==> src/rtl/reg_select_encode_seq.sv <==
// Register select-and-encode unit: decodes Ra/Rb/Rc fields of the latched instruction into
// one-hot register enables, sign-extends the C constant, and sequences multi-register masks.
module reg_select_encode_seq #(
  parameter int unsigned NUM_REGS = 16,
  parameter int unsigned DATA_W   = 32,
  parameter int unsigned RA_LSB   = 23,
  parameter int unsigned RB_LSB   = 19,
  parameter int unsigned RC_LSB   = 15,
  parameter int unsigned C_W      = 19,
  localparam int unsigned SEL_W   = $clog2(NUM_REGS)
) (
  input  logic                clk,
  input  logic                clear,
  input  logic [DATA_W-1:0]   IR,
  input  logic                ir_load,
  input  logic                Gra,
  input  logic                Grb,
  input  logic                Grc,
  input  logic                Rin,
  input  logic                Rout,
  input  logic                BAout,
  input  logic                lm_start,
  input  logic                lm_dir,
  input  logic                lm_step,
  output logic [NUM_REGS-1:0] RegIn,
  output logic [NUM_REGS-1:0] RegOut,
  output logic [DATA_W-1:0]   C_sign_extended,
  output logic                ba_zero,
  output logic                sel_err,
  output logic                lm_busy,
  output logic                lm_done,
  output logic [SEL_W-1:0]    lm_idx
);

  typedef enum logic [1:0] {StIdle, StRun, StDone} state_e;

  localparam logic [NUM_REGS-1:0] One = {{(NUM_REGS-1){1'b0}}, 1'b1};

  state_e              state_q, state_d;
  logic [DATA_W-1:0]   ir_q, ir_d;
  logic [NUM_REGS-1:0] mask_q, mask_d;
  logic                dir_q, dir_d;

  logic [SEL_W-1:0]    sel;
  logic                any_strobe;
  logic                multi_strobe;
  logic [NUM_REGS-1:0] sel_onehot;
  logic [NUM_REGS-1:0] idx_onehot;

  // Instruction capture is frozen while a sequence owns the mask.
  assign ir_d = (ir_load && (state_q == StIdle)) ? IR : ir_q;

  assign C_sign_extended = {{(DATA_W-C_W){ir_q[C_W-1]}}, ir_q[C_W-1:0]};

  always_comb begin
    if (Gra)      sel = ir_q[RA_LSB +: SEL_W];
    else if (Grb) sel = ir_q[RB_LSB +: SEL_W];
    else          sel = ir_q[RC_LSB +: SEL_W];
  end

  assign any_strobe   = Gra | Grb | Grc;
  assign multi_strobe = (Gra & Grb) | (Gra & Grc) | (Grb & Grc);
  assign sel_onehot   = any_strobe ? (One << sel) : '0;

  // Lowest set bit wins: scan from the top so the last assignment is the lowest index.
  always_comb begin
    lm_idx = '0;
    for (int i = NUM_REGS - 1; i >= 0; i--) begin
      if (mask_q[i]) lm_idx = SEL_W'(i);
    end
  end

  assign idx_onehot = One << lm_idx;

  always_comb begin
    state_d = state_q;
    mask_d  = mask_q;
    dir_d   = dir_q;
    RegIn   = '0;
    RegOut  = '0;
    sel_err = 1'b0;
    ba_zero = 1'b0;
    lm_busy = 1'b0;
    lm_done = 1'b0;
    case (state_q)
      StIdle: begin
        RegIn   = sel_onehot & {NUM_REGS{Rin}};
        RegOut  = sel_onehot & {NUM_REGS{Rout | BAout}};
        sel_err = multi_strobe;
        ba_zero = BAout & any_strobe & (sel == '0);
        if (lm_start) begin
          mask_d  = ir_q[NUM_REGS-1:0];
          dir_d   = lm_dir;
          state_d = (ir_q[NUM_REGS-1:0] == '0) ? StDone : StRun;
        end
      end
      StRun: begin
        lm_busy = 1'b1;
        if (dir_q) RegIn  = idx_onehot;
        else       RegOut = idx_onehot;
        if (lm_step) begin
          mask_d = mask_q & ~idx_onehot;
          if (mask_d == '0) state_d = StDone;
        end
      end
      StDone: begin
        lm_busy = 1'b1;
        lm_done = 1'b1;
        state_d = StIdle;
      end
      default: state_d = StIdle;
    endcase
  end

  always_ff @(posedge clk or negedge clear) begin
    if (!clear) begin
      state_q <= StIdle;
      ir_q    <= '0;
      mask_q  <= '0;
      dir_q   <= 1'b0;
    end else begin
      state_q <= state_d;
      ir_q    <= ir_d;
      mask_q  <= mask_d;
      dir_q   <= dir_d;
    end
  end

endmodule

==> config.mk <==
export PLATFORM = sky130hd
export DESIGN_NAME = reg_select_encode_seq
export DESIGN_NICKNAME = d
export VERILOG_FILES = /design/src/rtl/reg_select_encode_seq.sv
export SDC_FILE = /design/constraint.sdc
export NUM_CORES = 1
export LEC_CHECK = 0
export CELL_PAD_IN_SITES_DETAIL_PLACEMENT = 1
export CELL_PAD_IN_SITES_GLOBAL_PLACEMENT = 1
export CORE_ASPECT_RATIO = 1.2
export CORE_MARGIN = 8
export CORE_UTILIZATION = 36
export DETAILED_ROUTE_END_ITERATION = 8
export GPL_ROUTABILITY_DRIVEN = 0
export PLACE_DENSITY = 0.84
export SYNTH_ARGS = -nofsm -noshare
export SYNTH_HDL_FRONTEND = slang
export SYNTH_SLANG_ARGS = --single-unit
==> constraint.sdc <==
create_clock -name clk -period 4.6 [get_ports clk]
set_input_delay 1.38 -clock clk [delete_from_list [all_inputs] [get_ports clk]]
set_output_delay 1.38 -clock clk [all_outputs]
set_load 0.01 [all_outputs]
# Yosys cells after proc, flatten, opt, wreduce, memory -nomap -nowiden
# Index checks and enable logic that the tools add are counted.
[classes]
eq_ne = 5
shift = 2
mux = 35
bitwise = 14
reduce_logical = 10
[op_table]
columns = ["cell", "count"]
rows = [
  ["case mux 16 bit (2 select lines)", 3],
  ["2-to-1 mux 16 bit", 5],
  ["2-to-1 mux 4 bit", 18],
  ["AND 16 bit", 3],
  ["zero test 16 bit", 2],
  ["<< shifter 1 x 4 -> 16 bit, first input constant", 2],
  ["inverter 16 bit", 1],
  ["2-to-1 mux 2 bit", 4],
  ["!= test 2 bit, second input constant", 3],
  ["AND reduction 3 bit", 2],
  ["AND 1 bit", 5],
  ["bitwise OR 1 bit", 5],
  ["zero test 4 bit", 1],
  ["2-to-1 mux 1 bit", 4],
  ["case mux 2 bit (2 select lines)", 1],
  ["== test 2 x 1 -> 1 bit, second input constant", 1],
  ["== test 2 bit, second input constant", 1],
  ["zero test 2 bit", 1],
  ["AND reduction 2 bit", 1],
  ["nonzero test 2 bit", 1],
  ["OR reduction 2 bit", 1],
  ["logical AND 1 bit", 1],
]
[word_totals]
ff_bits = 46
in_bits = 44
wordCells = 70

# Longest topological paths before layout
[logic_depth]
depth_word = 23
ltp_mapped = 9
ltp_nobuf = 9

# Worst setup path before layout
# No wires, ideal clock.
[synth_timing]
path_type = "input port to output port"
start = "in Grb"
end = "out RegIn[1]"
t_arrival_ps = 2725
slack_ps = 495
cell_stages = 7
cell_sequence = "clkbuf_1 -> mux2i_1 -> nor2_1 -> a21oi_1 -> nor2b_1 -> nand3_1 -> o22ai_1"
[synth_between]
elab_chain_cells = 6
elab_cells_between_ends = 8
classes_between = "shift (1); mux (4); bitwise (3)"
[synth_lines]
columns = ["element", "line", "rtl"]
rows = [
  ["start, declared", "17", "input logic Grb,"],
  ["2-to-1 mux 4 bit", "57", "else if (Grb) sel = ir_q[RB_LSB +: SEL_W];"],
  ["2-to-1 mux 4 bit", "56", "if (Gra) sel = ir_q[RA_LSB +: SEL_W];"],
  ["<< shifter 1 x 4 -> 16 bit", "63", "assign sel_onehot = any_strobe ? (One << sel) : '0;"],
  ["2-to-1 mux 16 bit *", "63", ""],
  ["AND 16 bit *", "87", "RegIn = sel_onehot & {NUM_REGS{Rin}};"],
  ["case mux 16 bit (2 select lines) *", "85", "case (state_q)"],
  ["end, declared", "25", "output logic [NUM_REGS-1:0] RegIn,"],
]
# Every way passes the cells marked *; elsewhere a longest branch is shown, timed or not.

# Final worst setup path
[layout_timing]
start = "in Grc"
end = "out RegIn[11]"
[layout_between]
elab_chain_cells = 4
[layout_lines]
columns = ["element", "line", "rtl"]
rows = [
  ["start, declared", "18", "input logic Grc,"],
  ["bitwise OR 1 bit", "61", "assign any_strobe = Gra | Grb | Grc;"],
  ["2-to-1 mux 16 bit", "63", ""],
  ["AND 16 bit", "87", ""],
  ["case mux 16 bit (2 select lines)", "85", ""],
]
# Every way passes these cells.

==> summary.md <==
| Metric | Value |
|---|---|
| Fraction of layout cells with a size suffix above 1 | `22.47%` |
| Max Clk Rate | `around 220 MHz` |
| Comb power frac | `64.9%` |
| CP Data Required Time | `3.22 ns` |
| Fillers | `approximately 1,100` |
| Hold depth | `1` |
| Pint | `1.713 mW` |
| Most frequent cells in the layout | `clkdlybuf4s50_1, dfrtp_1, nand2_1, mux2_2, o22ai_1` |
| Setup repair after global routing missed its margin | `false` |
| Yosys reg bits | `46` |
| Status | `finished, final reports clean` |
| WL/cell | `slightly above 20 µm` |
| CTS root buf | `clkbuf_8` |
| Core Area | `0.008986 mm²` |
| Critical path class | `input port to output port` |
| DR vias | `about 3,200` |
| CP Cell Sequence | `clkdlybuf4s50_1 > and3b_1 > a21oi_1 > o21ai_1 > nand2_2 > nor2_4 > nand3_1 > o21ai_0 > clkdlybuf4s15_1` |
| CTS tree | `yes` |
| Die Y | `121.1 µm` |
| Dominant synthesized flop cell | `dfrtp_1` |
| Area delta synth->final | `35.65%` |
| Register area | `0.001151 mm²` |
| Worst path slowest cell | `clkdlybuf4s50_1` |
| Critical R2R Launch | `mask_q[0]` |
| Cell Area, Placed | `0.004339 mm²` |
| Htree depth | `2` |
| Buffers on Ports | `between 100 and 150` |
| Maxcap violations | `0` |
| Power Total | `between 3 and 4 mW` |
| Fin crit share | `between 90% and 100%` |
| LEAKAGE | `~1.9 nW` |
| Ports | `around 120` |
| Reg2Reg Depth | `7` |
| Finish-stage setup viols | `0` |
| Vias/cell | `~5.6` |
| Switch Pwr | `1.465 mW` |
| Commonest non-fill, non-tap cell in the layout | `clkdlybuf4s50_1` |
| Post-Syn Area per Cell | `between 9 and 10 µm²` |
| DRT Pass-1 Iters | `4` |
| Crit path DAT | `3.07 ns` |
| Netlist cell types | `52` |
| Switch share | `46.11%` |
| Antenna-violating nets left | `0` |
| Multi-input logic area | `0.001871 mm²` |
| GRT overflow | `0` |
| Initial antenna violation count | `0` |
| Worst Max-Slew Pin Slew | `1.049 ns` |
| Final Cell Area | `roughly 0.0045 mm²` |
| YS warnings | `0` |
| Vias in the first global route | `3,401` |
| Startpoint class of the critical path | `input port` |
| # nets final | `500` |
| Starting Density | `between 30 and 40%` |
| Worst rel slew slack | `30.08%` |
| N_diodes | `0` |
| Syn Nets | `413` |
| Clock transition at the registers of the reported paths | `~0.08 ns` |
| Clk_lat worst skew | `0.30 ns` |
| Slowest stage delay, CP | `0.47 ns` |
| Die width | `103.6 µm` |
| Max rail drop VDD | `~0.00033 V` |
| # clock sinks | `46` |
| Worst Hold Class | `register to register` |
| Cell Area, Synth | `0.003313 mm²` |
| Min cycle time layout | `4.455 ns` |
| Pre-CTS WS | `-0.4272 ns` |
| Worst setup EP type | `output port` |
| Detailed Place HPWL | `9.440 mm` |
| Routed wire length | `11.86 mm` |
| Cells after synthesis | `366` |
| Max-slew violations | `0` |
| Power per standard cell area | `707.1 mW/mm²` |
| Min Hold Slack | `0.5222 ns` |
| Row count | `38` |
| First-pass GRT wire length | `19.03 mm` |
| # DRC | `0` |
| Setup ws final | `0.1455 ns` |
| Clock skew | `0.002624 ns` |
| Number of flops mapped to enable cells by yosys | `0` |
| Largest net degree at the start of global routing | `47` |
| CP startpoint | `Grc` |
| Initial DRC Count | `151` |
| Register area share after synthesis | `between 30% and 40%` |
| Clock Power Share | `roughly 8.0%` |
| Final-report hold violation count | `0` |
| Gr usage total | `between 10% and 20%` |
| Die ar. | `0.01254 mm²` |
| Hold path start | `ir_q[21]` |
| Clock Tree Buf Depth | `2` |
| Number of buffers created by CTS | `5` |
| Largest fanout on the critical path | `4` |
| Sequential share of power | `27.1%` |
| Fraction of registers with async set/reset | `100.0%` |
power groups by stage:
stage                     Combinational [mW]  Clock, mW  Sequential, mW
after floorplan                         1.43          0           0.750
after global placement                  1.95          0           0.834
after detailed placement                2.02          0           0.851
after CTS                               2.05      0.265           0.853
after global routing                    2.23      0.281           0.893
final                                   2.06      0.255           0.860
sequential cells by signal, summed over array words and instances, names as in the netlist:
register and count:
mask_q 16, ir_q 27, dir_q 1, state_q 2
worst max-delay path: cells and delay by family:
kind | cells | cell delay (ns)
AND/OR/NAND/NOR | 4 | 0.57
buffers and inverters | 2 | 0.75
AO/OA/AOI/OAI | 3 | 0.37
cells by family after synthesis:
kind of cell | share of synthesized area [%]
fa+ha+maj | 1.133
mux | 10.73
buf+inv | 11.63
flops | 34.74
simple gates | 18.32
compound gates | 23.45
layout make-up:
type / instances / share of cell area (%)
Multi-Input combinational cell: 262 / 41.62
Clock buffer: 7 / 1.921
Timing Repair Buffer: 130 / 26.73
Tap cell: 120 / 3.341
Clock inverter: 1 / 0.1114
Inverter: 8 / 0.6682
Sequential cell: 46 / 25.61
metrics by stage:
stage               utilization, %  cells   TNS, ns
finish                       50.01    574         0
global route                 50.01    574         0
CTS                          49.65    574  -0.05665
detailed placement           48.29    564    -12.19
global placement             48.29    564    -10.12
floorplan                        -    366         0
layer usage:
layer  up-vias  part of all wire, %  global-route usage [%]
met2       117                   51                   33.41
met1      1607                   40                   21.40
met4         0                  3.4                   9.844
met5         -                    0                       0
li1       1494                    -                       -
met3        25                  5.3                   3.082
cells in the mapped netlist (2+ instances only):
master,number,area share [%]
mux2_2,28,9.5
nand4_1,3,0.57
a21boi_0,2,0.45
dfrtp_1,46,35
or2_1,3,0.57
nor2b_1,4,0.76
or2_2,2,0.38
a21oi_1,11,1.7
o21ai_0,17,2.6
nand2_1,40,4.5
nand2b_1,5,0.94
o21ai_1,3,0.45
a21o_1,13,2.9
a221oi_2,2,0.91
buf_6,4,1.4
o22ai_1,25,4.7
inv_1,8,0.91
nand3_1,14,2.1
ha_1,3,1.1
o31ai_1,2,0.45
mux2i_1,4,1.2
o211ai_1,3,0.68
or3_1,3,0.57
o41ai_1,3,0.79
or4_1,3,0.68
nor4_2,3,1.1
o211a_1,2,0.60
nor2_1,25,2.8
nor4_1,5,0.94
o21a_1,5,1.1
clkbuf_1,11,1.2
buf_4,34,7.7
a22o_1,11,2.9
final timing paths:
| path | end | slack [ns] |
|---|---|---|
| hold reg to reg | ir_q[21] | 0.52 |
| hold / removal | ir_q[21] | 0.52 |
| max in group asynchronous | ir_q[9] | 2.69 |
| min in group asynchronous | ir_q[17] | 1.26 |
| setup reg to reg | state_q[1] | 1.93 |
| setup / recovery | RegIn[11] | 0.15 |
timing repair:
item / CTS / global route
hold buffers: 0 / 0
endpoints found under the hold margin: 0 / 0
pin swaps: 2 / 1
setup buffers: 2 / 0
endpoints found under the setup margin: 33 / 33
gates cloned: 0 / 0
gates resized for setup: 80 / 19
(Power assumes the default switching activity.)
